===== src/rtl/gray_ctrl_pkg.sv =====
// Shared definitions for the Gray-code sequencer: FSM state encoding and
// the binary-to-Gray conversion used by the counter datapath.
package gray_ctrl_pkg;

  typedef enum logic [1:0] {
    IDLE = 2'd0,
    RUN  = 2'd1,
    DONE = 2'd2
  } state_t;

  // Wide enough for any practical counter width; callers cast down to N bits.
  function automatic logic [31:0] bin2gray(input logic [31:0] b);
    return b ^ (b >> 1);
  endfunction

endpackage


===== src/rtl/gray_counter_core.sv =====
// Gray counter datapath: binary index register with load/step, a registered
// Gray image of the index, and a registered one-cycle wrap flag.
module gray_counter_core
  import gray_ctrl_pkg::*;
#(
  parameter int N = 4
) (
  input  logic         clk,
  input  logic         rst,
  input  logic         load,
  input  logic [N-1:0] load_val,
  input  logic         step,
  input  logic         dir,
  output logic [N-1:0] bin,
  output logic [N-1:0] gray,
  output logic         wrap
);

  logic [N-1:0] bin_q, bin_d;
  logic [N-1:0] gray_q, gray_d;
  logic         wrap_q, wrap_d;

  // Next index: load wins over step; wrap only flags a step across the end.
  always_comb begin
    bin_d  = bin_q;
    wrap_d = 1'b0;
    if (load) begin
      bin_d = load_val;
    end else if (step) begin
      if (!dir) begin
        bin_d  = bin_q + N'(1);
        wrap_d = (bin_q == '1);
      end else begin
        bin_d  = bin_q - N'(1);
        wrap_d = (bin_q == '0);
      end
    end
    gray_d = N'(bin2gray(32'(bin_d)));
  end

  // Index, Gray image and wrap flag all update on the same edge.
  always_ff @(posedge clk) begin
    if (!rst) begin
      bin_q  <= '0;
      gray_q <= '0;
      wrap_q <= 1'b0;
    end else begin
      bin_q  <= bin_d;
      gray_q <= gray_d;
      wrap_q <= wrap_d;
    end
  end

  assign bin  = bin_q;
  assign gray = gray_q;
  assign wrap = wrap_q;

endmodule


===== src/rtl/gray_seq_ctrl.sv =====
// Burst sequencer for a Gray counter. Handshake: a command transfers on the
// posedge where cmd_valid && cmd_ready; cmd_ready is high only in IDLE and
// out of reset, and a master must hold cmd_valid and the command fields
// stable until that transfer edge.
module gray_seq_ctrl
  import gray_ctrl_pkg::*;
#(
  parameter int N = 4
) (
  input  logic         clk,
  input  logic         rst,
  input  logic         cmd_valid,
  output logic         cmd_ready,
  input  logic [N-1:0] cmd_start,
  input  logic [N-1:0] cmd_len,
  input  logic         cmd_dir,
  input  logic         en,
  input  logic         abort,
  output logic [N-1:0] gray_out,
  output logic         busy,
  output logic         done,
  output logic         wrap
);

  state_t       state_q, state_d;
  logic [N-1:0] remaining_q, remaining_d;
  logic         dir_q, dir_d;
  logic         busy_q, busy_d;
  logic         done_q, done_d;
  logic         accept;
  logic         step;
  logic [N-1:0] bin_unused;

  assign cmd_ready = (state_q == IDLE) && rst;
  assign accept    = cmd_valid && cmd_ready;
  // Abort outranks enable, so an aborting cycle never steps.
  assign step      = (state_q == RUN) && en && !abort;

  // Next-state, remaining-count and registered status computation.
  always_comb begin
    state_d     = state_q;
    remaining_d = remaining_q;
    dir_d       = dir_q;
    case (state_q)
      IDLE: begin
        if (accept) begin
          remaining_d = cmd_len;
          dir_d       = cmd_dir;
          state_d     = (cmd_len != '0) ? RUN : DONE;
        end
      end
      RUN: begin
        if (abort) begin
          state_d = IDLE;
        end else if (en) begin
          remaining_d = remaining_q - N'(1);
          if (remaining_q == N'(1)) state_d = DONE;
        end
      end
      DONE:    state_d = IDLE;
      default: state_d = IDLE;
    endcase
    busy_d = (state_d == RUN);
    done_d = (state_d == DONE);
  end

  // FSM, remaining counter and status flops.
  always_ff @(posedge clk) begin
    if (!rst) begin
      state_q     <= IDLE;
      remaining_q <= '0;
      dir_q       <= 1'b0;
      busy_q      <= 1'b0;
      done_q      <= 1'b0;
    end else begin
      state_q     <= state_d;
      remaining_q <= remaining_d;
      dir_q       <= dir_d;
      busy_q      <= busy_d;
      done_q      <= done_d;
    end
  end

  gray_counter_core #(.N(N)) u_core (
    .clk      (clk),
    .rst      (rst),
    .load     (accept),
    .load_val (cmd_start),
    .step     (step),
    .dir      (dir_q),
    .bin      (bin_unused),
    .gray     (gray_out),
    .wrap     (wrap)
  );

  assign busy = busy_q;
  assign done = done_q;

endmodule


===== config.mk =====
export PLATFORM = sky130hd
export DESIGN_NAME = gray_seq_ctrl
export DESIGN_NICKNAME = d
export VERILOG_FILES = /design/src/rtl/gray_ctrl_pkg.sv /design/src/rtl/gray_counter_core.sv /design/src/rtl/gray_seq_ctrl.sv
export SDC_FILE = /design/constraint.sdc
export NUM_CORES = 1
export LEC_CHECK = 0
export ABC_AREA = 0
export BUFFER_PORTS_ARGS = -buffer_cell sky130_fd_sc_hd__clkbuf_2
export CORE_MARGIN = 5
export CORE_UTILIZATION = 47
export CTS_BUF_LIST = sky130_fd_sc_hd__clkbuf_8
export DETAILED_ROUTE_END_ITERATION = 10
export GPL_TIMING_DRIVEN = 0
export MAX_ROUTING_LAYER = met4
export PLACE_DENSITY = 0.71
export SYNTH_ARGS = -nofsm -noshare
export SYNTH_HDL_FRONTEND = slang
export SYNTH_SLANG_ARGS = --single-unit

===== constraint.sdc =====
create_clock -name clk -period 2.32 [get_ports clk]
set_input_delay 0.348 -clock clk [delete_from_list [all_inputs] [get_ports clk]]
set_output_delay 0.348 -clock clk [all_outputs]
set_load 0.05 [all_outputs]

==> impl_results.rst <==
.. list-table::
   :header-rows: 1

   * - Metric
     - Value
   * - Critical setup path kind
     - reg2reg
   * - Most used cells in the layout excluding fill and tap cells
     - sky130_fd_sc_hd__clkbuf_2 (21), sky130_fd_sc_hd__dfxtp_1 (17), sky130_fd_sc_hd__nor2_1 (16)
   * - Number of max-cap violations
     - 0
   * - Share of synthesized flip-flops with an asynchronous set or reset
     - 0%
   * - Clock tree buffer depth
     - 2
   * - Initial antenna violation count
     - 0
   * - CTS tree
     - yes
   * - Violation count after the first detailed-route iteration
     - 9
   * - Final-report max-slew violation count
     - 0
   * - Drt first pass iters
     - 4
   * - Mapped Cells
     - 105
   * - Routability congestion estimate
     - 0.8212
   * - Pwr/cell area
     - 635.4 nW/um2
   * - Global Route met1 Usage
     - 16.12%
   * - Insertion delay of the later-clocked pin in the worst-skew pair
     - 0.25 ns
   * - # rows
     - 16
   * - Initial cell density of the core
     - 48.39%
   * - Post-synthesis to final-layout area growth
     - 19.71%
   * - Outcome
     - completed
   * - Worst Hold Slack
     - 0.3361 ns
   * - Highest clock frequency the design can meet
     - 469.3 MHz
   * - Wire length per cell after detailed routing
     - 12.41 um
   * - Sequential group share of total power
     - 46.0%
   * - GRT met3 Usage
     - 6.267%
   * - Most frequently used flop master after synthesis
     - sky130_fd_sc_hd__dfxtp_1
   * - Setup repair after global routing missed its margin
     - false
   * - Rel. slew slack
     - 70.23%
   * - Grt total ovfl
     - 0
   * - First-pass GRT wire length
     - 3174 um
   * - Timing endpoint of the critical path
     - u_core.gray[2]$_SDFF_PN0_
   * - Hold violation count in the final report
     - 0
   * - Mean post-synth cell area
     - 8.949 um2
   * - Worst r2r dst
     - u_core.gray[2]$_SDFF_PN0_
   * - Maximum fanout along the worst path
     - 10
   * - Peak-usage layer in the global routing report
     - met2
   * - Fraction of the cycle the final worst path needs
     - 91.85%
   * - Worst setup slack for register-to-register paths
     - 0.19 ns
   * - Worst Clk Skew
     - 0.003777 ns
   * - Clock Power Share
     - 31.4%
   * - ANT cells
     - 0
   * - FF+latch count, synth
     - 17
   * - Die extent in y
     - 54.72 um
   * - Final WL
     - 1948 um
   * - Area of the placeable core
     - 1942 um2
   * - Most common cell after layout, fill and taps aside
     - sky130_fd_sc_hd__clkbuf_2
   * - Worst Path Required
     - 2.52 ns
   * - Cell total after placement
     - 153
   * - CTS Root Buffer Type
     - sky130_fd_sc_hd__clkbuf_8
   * - Synth cell types
     - 38
   * - Cell-internal power
     - 0.0004941 W
   * - Critical path capture point type
     - flop
   * - Post-detailed-route DRC marker count
     - 0
   * - Number of nets in the final layout
     - 150
   * - Design Power
     - 0.0007147 W
   * - Pin count of the biggest net entering global routing
     - 11
   * - Post-Synthesis Cell Area
     - 939.7 um2
   * - Portion of the post-synthesis area used by sequential elements
     - 36.22%
   * - Met2 demand-to-capacity share in global routing
     - 25.39%
   * - Die ar.
     - 2994 um2
   * - LEAKAGE
     - 0.4696 nW
   * - Startpoint of the most critical hold path
     - cmd_dir
   * - Number of nets in the synthesized netlist
     - 124
   * - CTS Sinks
     - 17
   * - Switching power summed over all nets
     - 0.0002206 W
   * - Clock slew at the register clock pins of the worst setup and hold paths
     - 0.07 ns
   * - Total negative setup slack
     - 0 ns
   * - Minimum period implied by the final worst setup slack
     - 2.131 ns
   * - Total of buffers placed on input and output ports
     - 21
   * - Total I/O pin count
     - 22
   * - Synth Warn #
     - 0
   * - Proportion of layout cells with a drive suffix above 1
     - 25.38%
   * - Global router's overall resource usage
     - 15.66%
   * - Relative contribution of combinational cells to total power
     - 22.5%
   * - Resize count post-CTS
     - 0
   * - Worst flop-to-flop path startpoint
     - dir_q$_SDFFE_PN0P_
   * - Setup bufs post-CTS
     - 0
   * - Critical path startpoint category
     - flop
   * - Final standard cell count with taps included and fillers excluded
     - 157
   * - Worst path arrival time
     - 2.34 ns
   * - Die outline width
     - 54.72 um
   * - Per-cell via count in the routed design
     - 5.318
   * - Clock buffers created by TritonCTS
     - 3
   * - Half-perimeter wire length of the detailed placement result
     - 1518 um
   * - Via count
     - 835
   * - Count of flip-flops with a built-in enable after synthesis
     - 0
   * - Vias in the first global route
     - 764
   * - Largest vdd supply drop
     - 0.3789 mV
   * - Hold Path Class
     - in2reg
   * - Hold buffer count at cts
     - 0
   * - Worst slew pin tran
     - 0.4460 ns
   * - Endpoints failing setup
     - 0
   * - Net switching fraction of the power
     - 30.87%
   * - Depth of the worst register-to-register path
     - 6
   * - Maximum level of the CTS H-tree
     - 1
   * - Critical Path Start
     - dir_q$_SDFFE_PN0P_
   * - Remaining antenna violation count after routing
     - 0
[flip-flops by register name (all words and copies together), names as in the netlist]
signal	cells
u_core.wrap	1
u_core.gray	4
done	1
u_core.bin	3
state_q	2
remaining_q	4
busy	1
dir_q	1
[logic make-up after synthesis]
group	Yosys count	share of synthesized area, %
AO/OA/AOI/OAI	26	21.17
XOR/XNOR	3	2.797
adder cells (fa/ha/maj)	5	7.457
buffers and inverters	6	3.595
flip-flops	17	36.22
multiplexers	2	2.131
AND/OR/NAND/NOR	46	26.63
[final cells by class]
| class | instances | area [um2] |
|---|---|---|
| fill | 182 | 817.0 |
| multi-input combinational | 82 | 565.5 |
| sequential | 17 | 340.3 |
| timing repair buffer | 21 | 105.1 |
| clock buffer | 3 | 41.29 |
| tap | 27 | 33.78 |
| buffer | 3 | 22.52 |
| inverter | 3 | 11.26 |
| clock inverter | 1 | 5.005 |
[worst min-delay path by stage]
stage / to / depth (start not counted)
3_3_place_gp: remaining_q[0]$_SDFFE_PN0P_ / 2
6_report: dir_q$_SDFFE_PN0P_ / 3
2_1_floorplan: u_core.bin[0]$_SDFF_PN0_ / 1
5_1_grt: dir_q$_SDFFE_PN0P_ / 3
4_1_cts: dir_q$_SDFFE_PN0P_ / 3
3_5_place_dp: remaining_q[3]$_SDFFE_PN0P_ / 2
[metrics by stage]
step                      setup WS [ns]  instance area, um2  util [%]
after floorplan                  0.3566               939.7         -
after global placement           0.2163                1079     55.54
after detailed placement         0.2001                1079     55.54
after CTS                        0.1946                1125     57.93
after global routing            0.07317                1125     57.93
final                            0.1890                1125     57.93
[cells in the mapped netlist (all sizes together), types with 2 or more instances]
library cell	count	share of area, %
dfxtp	17	36
and2	4	2.7
ha	4	5.3
a31oi	2	1.3
a2111oi	2	3.2
nand2b	5	3.3
nor3b	2	1.6
a211oi	3	2.9
inv	2	0.80
a221o	2	2.1
and4bb	2	3.1
xnor2	3	2.8
o21ai	2	1.1
a21oi	6	3.2
nand2	6	2.4
nor2	17	7.1
nor3	4	2.1
mux2i	2	2.1
buf	2	2.0
nand3	2	1.1
a22oi	2	1.6
a21o	2	1.6
[critical path, cell delays in order, from the launching register on]
cell and delay (ns):
sky130_fd_sc_hd__dfxtp_1 0.52, sky130_fd_sc_hd__ha_1 0.36, sky130_fd_sc_hd__a21oi_1 0.22, sky130_fd_sc_hd__a21boi_0 0.11, sky130_fd_sc_hd__or4_1 0.53, sky130_fd_sc_hd__a211oi_1 0.22, sky130_fd_sc_hd__a31o_1 0.12
[per-layer routing]
| layer | vias to the layer above | wire length (um) | share of wire [%] |
|---|---|---|---|
| li1 | 434 | - | - |
| met1 | 379 | 849 | 44 |
| met2 | 18 | 946 | 49 |
| met3 | 4 | 122 | 6.3 |
| met4 | 0 | 30 | 1.5 |
| met5 | - | 0 | 0 |
[power by group through the flow]
| stage | clock, W | combinational, W | sequential [W] |
|---|---|---|---|
| floorplan | 0 | 0.0000981 | 0.000358 |
| global placement | 0 | 0.000159 | 0.000335 |
| detailed placement | 0 | 0.000162 | 0.000336 |
| CTS | 0.000233 | 0.000162 | 0.000329 |
| global route | 0.000247 | 0.000176 | 0.000332 |
| finish | 0.000225 | 0.000161 | 0.000329 |
(Power assumes the default switching activity.)
